==> src/rtl/icache_way_encode_pkg.sv <==
// -----------------------------------------------------------------------------
// icache_way_encode_pkg
// Shared icache way-path definitions: way count, way-index type, the packed
// way-entry struct {idx, hit, multi}, and the stored entry width helper used
// by the way encoder pipeline.
//
// Configuration macro: ICACHE_WAY_ENC_MULTI_CHK_EN
//   defined   -> each stored entry carries a multi-hit bit
//   undefined -> entries carry only {hit, idx}
// -----------------------------------------------------------------------------
package icache_way_encode_pkg;

    // Number of ways in the icache.
    localparam int WAYS   = 8;
    localparam int WAY_IW = $clog2(WAYS);

    // Binary way index.
    typedef logic [$clog2(WAYS)-1:0] way_idx_t;

    // One encoded way vector.
    typedef struct packed {
        way_idx_t idx;
        logic     hit;
        logic     multi;
    } way_ent_t;

`ifdef ICACHE_WAY_ENC_MULTI_CHK_EN
    localparam int ENT_MULTI_W = 1;
`else
    localparam int ENT_MULTI_W = 0;
`endif

    // Stored entry width for an index width iw: idx + hit (+ multi if enabled).
    function automatic int ent_width(input int iw);
        return iw + 1 + ENT_MULTI_W;
    endfunction

endpackage

==> src/rtl/icache_way_encode_v_en_encode1.sv <==
// -----------------------------------------------------------------------------
// v_en_encode1
// Combinational one-hot/hit-vector to binary encoder; the mirror of the icache
// one-hot enable decoder. Reusable for the way, LRU and refill select paths.
//
// Parameters:
//   WIDTH  vector width (>= 2); IW = $clog2(WIDTH)
// Ports:
//   vec    in   WIDTH  per-way hit/enable vector
//   idx    out  IW     index of the lowest set bit (0 when vec is all zero)
//   hit    out  1      vec has at least one bit set
//   multi  out  1      vec has two or more bits set (0 when the check is off)
//
// Configuration macro: ICACHE_WAY_ENC_MULTI_CHK_EN enables the multi output;
// otherwise multi is tied to 0 and no detection logic exists.
// -----------------------------------------------------------------------------
module v_en_encode1
    import icache_way_encode_pkg::*;
#(
    parameter  int WIDTH = WAYS,
    localparam int IW    = $clog2(WIDTH)
) (
    input  logic [WIDTH-1:0] vec,
    output logic [IW-1:0]    idx,
    output logic             hit,
    output logic             multi
);

    logic [IW-1:0] idx_s;

    // Priority encode: scan from the top so the lowest set bit wins last.
    always_comb begin
        idx_s = '0;
        for (int i = WIDTH - 1; i >= 0; i--) begin
            if (vec[i]) begin
                idx_s = IW'(i);
            end else begin
                idx_s = idx_s;
            end
        end
    end

    assign idx = idx_s;
    assign hit = |vec;

`ifdef ICACHE_WAY_ENC_MULTI_CHK_EN
    // Clearing the lowest set bit leaves something only if 2+ bits were set.
    assign multi = |(vec & (vec - WIDTH'(1)));
`else
    assign multi = 1'b0;
`endif

endmodule

==> src/rtl/icache_way_encode.sv <==
// -----------------------------------------------------------------------------
// icache_way_encode
// Pipelined one-hot-to-index encoder for the icache way path. Converts a
// per-way hit/enable vector into {index, hit, multi} and holds it in a main
// output register M backed by a one-entry skid register S, giving a 2-deep
// strictly ordered valid/ready pipeline with registered outputs.
//
// Parameters:
//   WIDTH      number of ways (>= 2); IW = $clog2(WIDTH)
// Ports:
//   clk        in   1      clock
//   rst        in   1      synchronous active-high reset
//   in_vld     in   1      input vector valid
//   in_rdy     out  1      can accept (registered, = !S valid)
//   in_vec     in   WIDTH  per-way hit/enable vector
//   out_vld    out  1      M holds a valid entry
//   out_rdy    in   1      consumer accepts output
//   out_index  out  IW     index of lowest set bit
//   out_hit    out  1      vector had >= 1 bit set
//   out_multi  out  1      vector had >= 2 bits set (0 without the macro)
//   err_sticky out  1      latched multi-hit error (0 without the macro)
//   err_clr    in   1      clears err_sticky (ignored without the macro)
//
// Configuration macro: ICACHE_WAY_ENC_MULTI_CHK_EN
//   defined   -> multi-hit detection stored per entry, err_sticky/err_clr
//                active, checker flags any valid multi-hit output
//   undefined -> no detection logic or storage; out_multi/err_sticky tied 0
// -----------------------------------------------------------------------------
module icache_way_encode
    import icache_way_encode_pkg::*;
#(
    parameter  int WIDTH = WAYS,
    localparam int IW    = $clog2(WIDTH)
) (
    input  logic             clk,
    input  logic             rst,
    input  logic             in_vld,
    output logic             in_rdy,
    input  logic [WIDTH-1:0] in_vec,
    output logic             out_vld,
    input  logic             out_rdy,
    output logic [IW-1:0]    out_index,
    output logic             out_hit,
    output logic             out_multi,
    output logic             err_sticky,
    input  logic             err_clr
);

    // Stored entry layout: [IW+1] multi (if enabled), [IW] hit, [IW-1:0] idx.
    localparam int EW = ent_width(IW);

    logic [IW-1:0] enc_idx_s;
    logic          enc_hit_s;
    logic          enc_multi_s;
    logic [EW-1:0] enc_ent_s;

    logic          m_vld_r;
    logic [EW-1:0] m_ent_r;
    logic          s_vld_r;
    logic [EW-1:0] s_ent_r;
    logic          in_rdy_r;

    logic          m_vld_nx_s;
    logic [EW-1:0] m_ent_nx_s;
    logic          s_vld_nx_s;
    logic [EW-1:0] s_ent_nx_s;
    logic          m_load_s;

    logic          accept_s;
    logic          pop_s;
    logic          m_free_s;

    v_en_encode1 #(
        .WIDTH (WIDTH)
    ) u_enc (
        .vec   (in_vec),
        .idx   (enc_idx_s),
        .hit   (enc_hit_s),
        .multi (enc_multi_s)
    );

`ifdef ICACHE_WAY_ENC_MULTI_CHK_EN
    assign enc_ent_s = {enc_multi_s, enc_hit_s, enc_idx_s};
`else
    assign enc_ent_s = {enc_hit_s, enc_idx_s};
`endif

    assign accept_s = in_vld && in_rdy_r;
    assign pop_s    = m_vld_r && out_rdy;
    // M can take a new entry this edge if it is empty or being drained.
    assign m_free_s = !m_vld_r || pop_s;

    // Next-state for M and S: S has priority into M to keep FIFO order.
    always_comb begin
        m_vld_nx_s = m_vld_r;
        m_ent_nx_s = m_ent_r;
        s_vld_nx_s = s_vld_r;
        s_ent_nx_s = s_ent_r;
        m_load_s   = 1'b0;
        if (m_free_s) begin
            if (s_vld_r) begin
                m_vld_nx_s = 1'b1;
                m_ent_nx_s = s_ent_r;
                m_load_s   = 1'b1;
                if (accept_s) begin
                    s_vld_nx_s = 1'b1;
                    s_ent_nx_s = enc_ent_s;
                end else begin
                    s_vld_nx_s = 1'b0;
                end
            end else if (accept_s) begin
                m_vld_nx_s = 1'b1;
                m_ent_nx_s = enc_ent_s;
                m_load_s   = 1'b1;
            end else begin
                m_vld_nx_s = 1'b0;
            end
        end else begin
            // M is held under back-pressure; its contents must not change.
            if (accept_s) begin
                s_vld_nx_s = 1'b1;
                s_ent_nx_s = enc_ent_s;
            end else begin
                s_vld_nx_s = s_vld_r;
            end
        end
    end

    // Pipeline state registers; in_rdy is registered from the next S state.
    always_ff @(posedge clk) begin
        if (rst) begin
            m_vld_r  <= 1'b0;
            m_ent_r  <= '0;
            s_vld_r  <= 1'b0;
            s_ent_r  <= '0;
            in_rdy_r <= 1'b1;
        end else begin
            m_vld_r  <= m_vld_nx_s;
            m_ent_r  <= m_ent_nx_s;
            s_vld_r  <= s_vld_nx_s;
            s_ent_r  <= s_ent_nx_s;
            in_rdy_r <= !s_vld_nx_s;
        end
    end

    assign in_rdy    = in_rdy_r;
    assign out_vld   = m_vld_r;
    assign out_index = m_ent_r[IW-1:0];
    assign out_hit   = m_ent_r[IW];

`ifdef ICACHE_WAY_ENC_MULTI_CHK_EN
    logic err_sticky_r;

    // Sticky multi-hit flag: a multi-hit entry entering M beats a clear.
    always_ff @(posedge clk) begin
        if (rst) begin
            err_sticky_r <= 1'b0;
        end else if (m_load_s && m_ent_nx_s[IW+1]) begin
            err_sticky_r <= 1'b1;
        end else if (err_clr) begin
            err_sticky_r <= 1'b0;
        end else begin
            err_sticky_r <= err_sticky_r;
        end
    end

    assign out_multi  = m_ent_r[IW+1];
    assign err_sticky = err_sticky_r;

    icache_way_encode_chk u_chk (
        .clk       (clk),
        .rst       (rst),
        .out_vld   (out_vld),
        .out_multi (out_multi)
    );
`else
    // Detection is compiled out; these inputs are intentionally unused.
    logic unused_s;
    assign unused_s   = ^{err_clr, enc_multi_s};
    assign out_multi  = 1'b0;
    assign err_sticky = 1'b0;
`endif

endmodule

`ifdef ICACHE_WAY_ENC_MULTI_CHK_EN
// -----------------------------------------------------------------------------
// icache_way_encode_chk
// Simulation checker: flags any valid output entry that carries a multi-hit.
// Ports: clk, rst, out_vld, out_multi (all inputs).
// -----------------------------------------------------------------------------
module icache_way_encode_chk (
    input logic clk,
    input logic rst,
    input logic out_vld,
    input logic out_multi
);

    // Multi-hit on a presented entry indicates a tag-compare fault upstream.
    always @(posedge clk) begin
        if (!rst) begin
            assert (!(out_vld && out_multi))
                else $error("icache_way_encode: multi-hit way vector presented");
        end
    end

endmodule
`endif

==> config.mk <==
export PLATFORM = sky130hd
export DESIGN_NAME = icache_way_encode
export DESIGN_NICKNAME = d
export VERILOG_FILES = /design/src/rtl/icache_way_encode_pkg.sv /design/src/rtl/icache_way_encode_v_en_encode1.sv /design/src/rtl/icache_way_encode.sv
export SDC_FILE = /design/constraint.sdc
export NUM_CORES = 1
export LEC_CHECK = 0
export CORE_UTILIZATION = 35
export DETAILED_ROUTE_END_ITERATION = 10
export PLACE_DENSITY = 0.65
export RECOVER_POWER = 25
export SKIP_LAST_GASP = 1
export SLEW_MARGIN = 20
export SYNTH_ARGS = -nofsm -noshare
export SYNTH_HDL_FRONTEND = slang
export SYNTH_SLANG_ARGS = --single-unit
==> constraint.sdc <==
create_clock -name clk -period 2.3 [get_ports clk]
set_clock_uncertainty 0.05 [all_clocks]
set_input_delay 0.575 -clock clk [delete_from_list [all_inputs] [get_ports clk]]
set_output_delay 0.575 -clock clk [all_outputs]
set_load 0.05 [all_outputs]
==> metrics.md <==
| Metric | Value |
|---|---|
| Switching share of power | `0.304` |
| GRT overflow | `0` |
| Most frequent cell after synthesis | `dfxtp_1` |
| Fraction of layout cells with a size suffix above 1 | `0.0941` |
| WS Path Type | `reg2out` |
| FF-to-FF path depth | `4` |
| WP data arrival | `1410 ps` |
| Drt initial violations | `15` |
| Die X | `42.4 µm` |
| Worst path bufs/invs | `1` |
| First-pass GRT wire length | `1.87 mm` |
| CTS Buf Count | `3` |
| Reg-to-Reg End | `s_ent_r[3]` |
| Startpoint class of the critical path | `flip-flop` |
| Crit-path max FO | `2` |
| Post-DR wirelength/cell | `11.4 µm` |
| Combinational Power Share | `0.260` |
| Crit end category | `output pin` |
| Cells after DPL | `97` |
| Yosys warnings | `0` |
| Sink Count | `11` |
| P&R area growth vs syn | `34.4%` |
| CP Cell Sequence | `clkdlybuf4s50_1` |
| CTS Hold Buffers Added | `0` |
| Later-pin clock latency in the skew report | `260 ps` |
| Fmax | `491 MHz` |
| Yosys cell types | `32` |
| Placement Rows | `14` |
| Psw | `138 µW` |
| Final period util | `0.886` |
| Antenna Cells | `0` |
| Final #Nets | `99` |
| Antenna Nets Post-Route | `0` |
| Reg clk slew, reported paths | `70 ps` |
| Die ar. | `1800 µm²` |
| Post-DR vias/cell | `5.68` |
| Area share of the largest cell type after synthesis | `0.385` |
| Synthesized area | `572 µm²` |
| Die H | `42.4 µm` |
| Count of final hold-check violations | `0` |
| Leading post-synthesis cells by cell area | `dfxtp_1, nor2_1, o21ai_0` |
| Vias in the first global route | `457` |
| Residual DRC | `0` |
| DRT Pass-1 Iters | `4` |
| Post-CTS Repair Setup Buffers | `0` |
| Global-route usage over all layers | `0.137` |
| Post-CTS Resized | `0` |
| Status | `complete, no violations` |
| Top post-synthesis cells by count | `dfxtp_1, nor2_1, o21ai_0` |
| Reg-to-Reg Start | `s_vld_r` |
| Slowest Stage Delay on Critical Path | `800 ps` |
| Post-synthesis cell count | `67` |
| Vias | `574` |
| Req. time, crit path | `1670 ps` |
| H-tree depth | `1` |
| Critical path's top delay family | `buffers and inverters` |
| Worst hold path stage count | `1` |
| Number of synthesized register bits | `11` |
| RSZ-0062 raised after global routing | `no` |
| Max clock buf depth | `2` |
| Share of flip-flops with an asynchronous set or reset | `0` |
| RD Place Congestion | `0.709` |
| Post-synth EDFFs | `0` |
| Endpoints failing setup | `0` |
| Worst vdd ir | `292 µV` |
| Seq/Total Area, Yosys | `0.385` |
| WP depth | `1` |
| DPL Wire Length | `932 µm` |
| Hold Path Class | `reg2reg` |
| # Max-Cap Violations | `0` |
| IO Count | `21` |
| Pwr/cell area | `591 nW/µm²` |
| LEAKAGE | `0.287 nW` |
| Flop pwr share | `0.456` |
| Synth Flop Type | `dfxtp_1` |
| Starting density of the core | `0.375` |
| Worst path slowest cell | `clkdlybuf4s50_1` |
| Placeable Area | `1520 µm²` |
| IO Port Bufs | `17` |
| Internal power | `316 µW` |
| Hold_ws | `450 ps` |
| Clock power share | `0.284` |
| Syn avg cell area | `8.53 µm²` |
| Setup TNS | `0 ps` |
| Reg2Reg Setup Slack | `900 ps` |
| Biggest area consumer among synthesized cells | `dfxtp_1` |
| Root buffer cell | `clkbuf_4` |
| Worst Hold Launch | `m_ent_r[2]` |
| Slew Limit Fails | `0` |
| Largest net degree at the start of global routing | `10` |
| Hold EP | `m_ent_r[2]` |
| Final min period | `2040 ps` |
| Final non-filler cell total | `101` |
| CTS tree | `yes` |
| Initial antenna violation count | `0` |
| Final wirelength | `1.16 mm` |
[layout by cell type (no fill, tap or decap), types with 2 or more instances in the layout]
cell type,netlist,final
clkdlybuf4s50_1,0,16
dfxtp_1,11,11
nor2_1,9,9
o21ai_0,5,5
nand2_1,4,4
inv_1,3,3
clkbuf_4,0,3
a21oi_1,2,2
nor2b_1,2,2
mux2i_1,2,2
nand3_1,2,2
a211oi_1,2,2
a32oi_1,2,2
conb_1,1,2
[state kept, by name (all words and copies together), names as in the netlist]
signal	flops
m_ent_r	4
s_ent_r	4
in_rdy	1
out_vld	1
s_vld_r	1
[cell families (layout without fill, tap and decap cells)]
group           Yosys count  count (layout)  share of synthesized area
flops                    11              11                      0.385
compound gates           20              20                      0.269
other cells               1               2                    0.00656
buf+inv                   7              24                     0.0612
mux                       2               2                     0.0350
simple gates             26              26                      0.243
[metrics by stage]
stage / worst slack [ps] / util / instance area [µm²] / total power [mW]
after floorplan: 711 / - / 576 / 0.287
after global placement: 144 / 0.487 / 742 / 0.329
after detailed placement: 115 / 0.487 / 742 / 0.330
after CTS: 257 / 0.504 / 768 / 0.458
after global routing: 224 / 0.504 / 768 / 0.475
final: 263 / 0.504 / 768 / 0.454
[how the worst max path moves through the flow]
stage | slack [ps] | end | start
after CTS | 260 | out_hit | m_ent_r[3]
after floorplan | 710 | m_ent_r[2] | in_vec[3]
after global placement | 140 | m_ent_r[2] | in_vec[3]
final | 260 | out_hit | m_ent_r[3]
after global routing | 220 | out_vld | out_vld
after detailed placement | 120 | m_ent_r[2] | in_vec[2]
[layer usage]
layer  vias to the layer above  GRT usage  part of all wire
met1                       261      0.163              0.42
li1                        284          -                 -
met2                        27      0.237              0.50
met3                         2     0.0259             0.067
met5                         -          0                 0
met4                         0     0.0563             0.010
[area by class of cell]
type	count	area, µm²
clock buffers	4	26.3
flip-flops and latches	11	220
multi-input cells	50	320
repair buffers	17	170
well taps	16	20.0
inverters	3	11.3
fillers	145	756
[power groups by stage]
| stage | Combinational, mW | Clock (mW) | Sequential, mW |
|---|---|---|---|
| 2_1_floorplan | 0.0495 | 0 | 0.238 |
| 3_3_place_gp | 0.117 | 0 | 0.211 |
| 3_5_place_dp | 0.119 | 0 | 0.212 |
| 4_1_cts | 0.119 | 0.132 | 0.207 |
| 5_1_grt | 0.125 | 0.141 | 0.209 |
| 6_report | 0.118 | 0.129 | 0.207 |
Power figures use the tool's default switching activity.
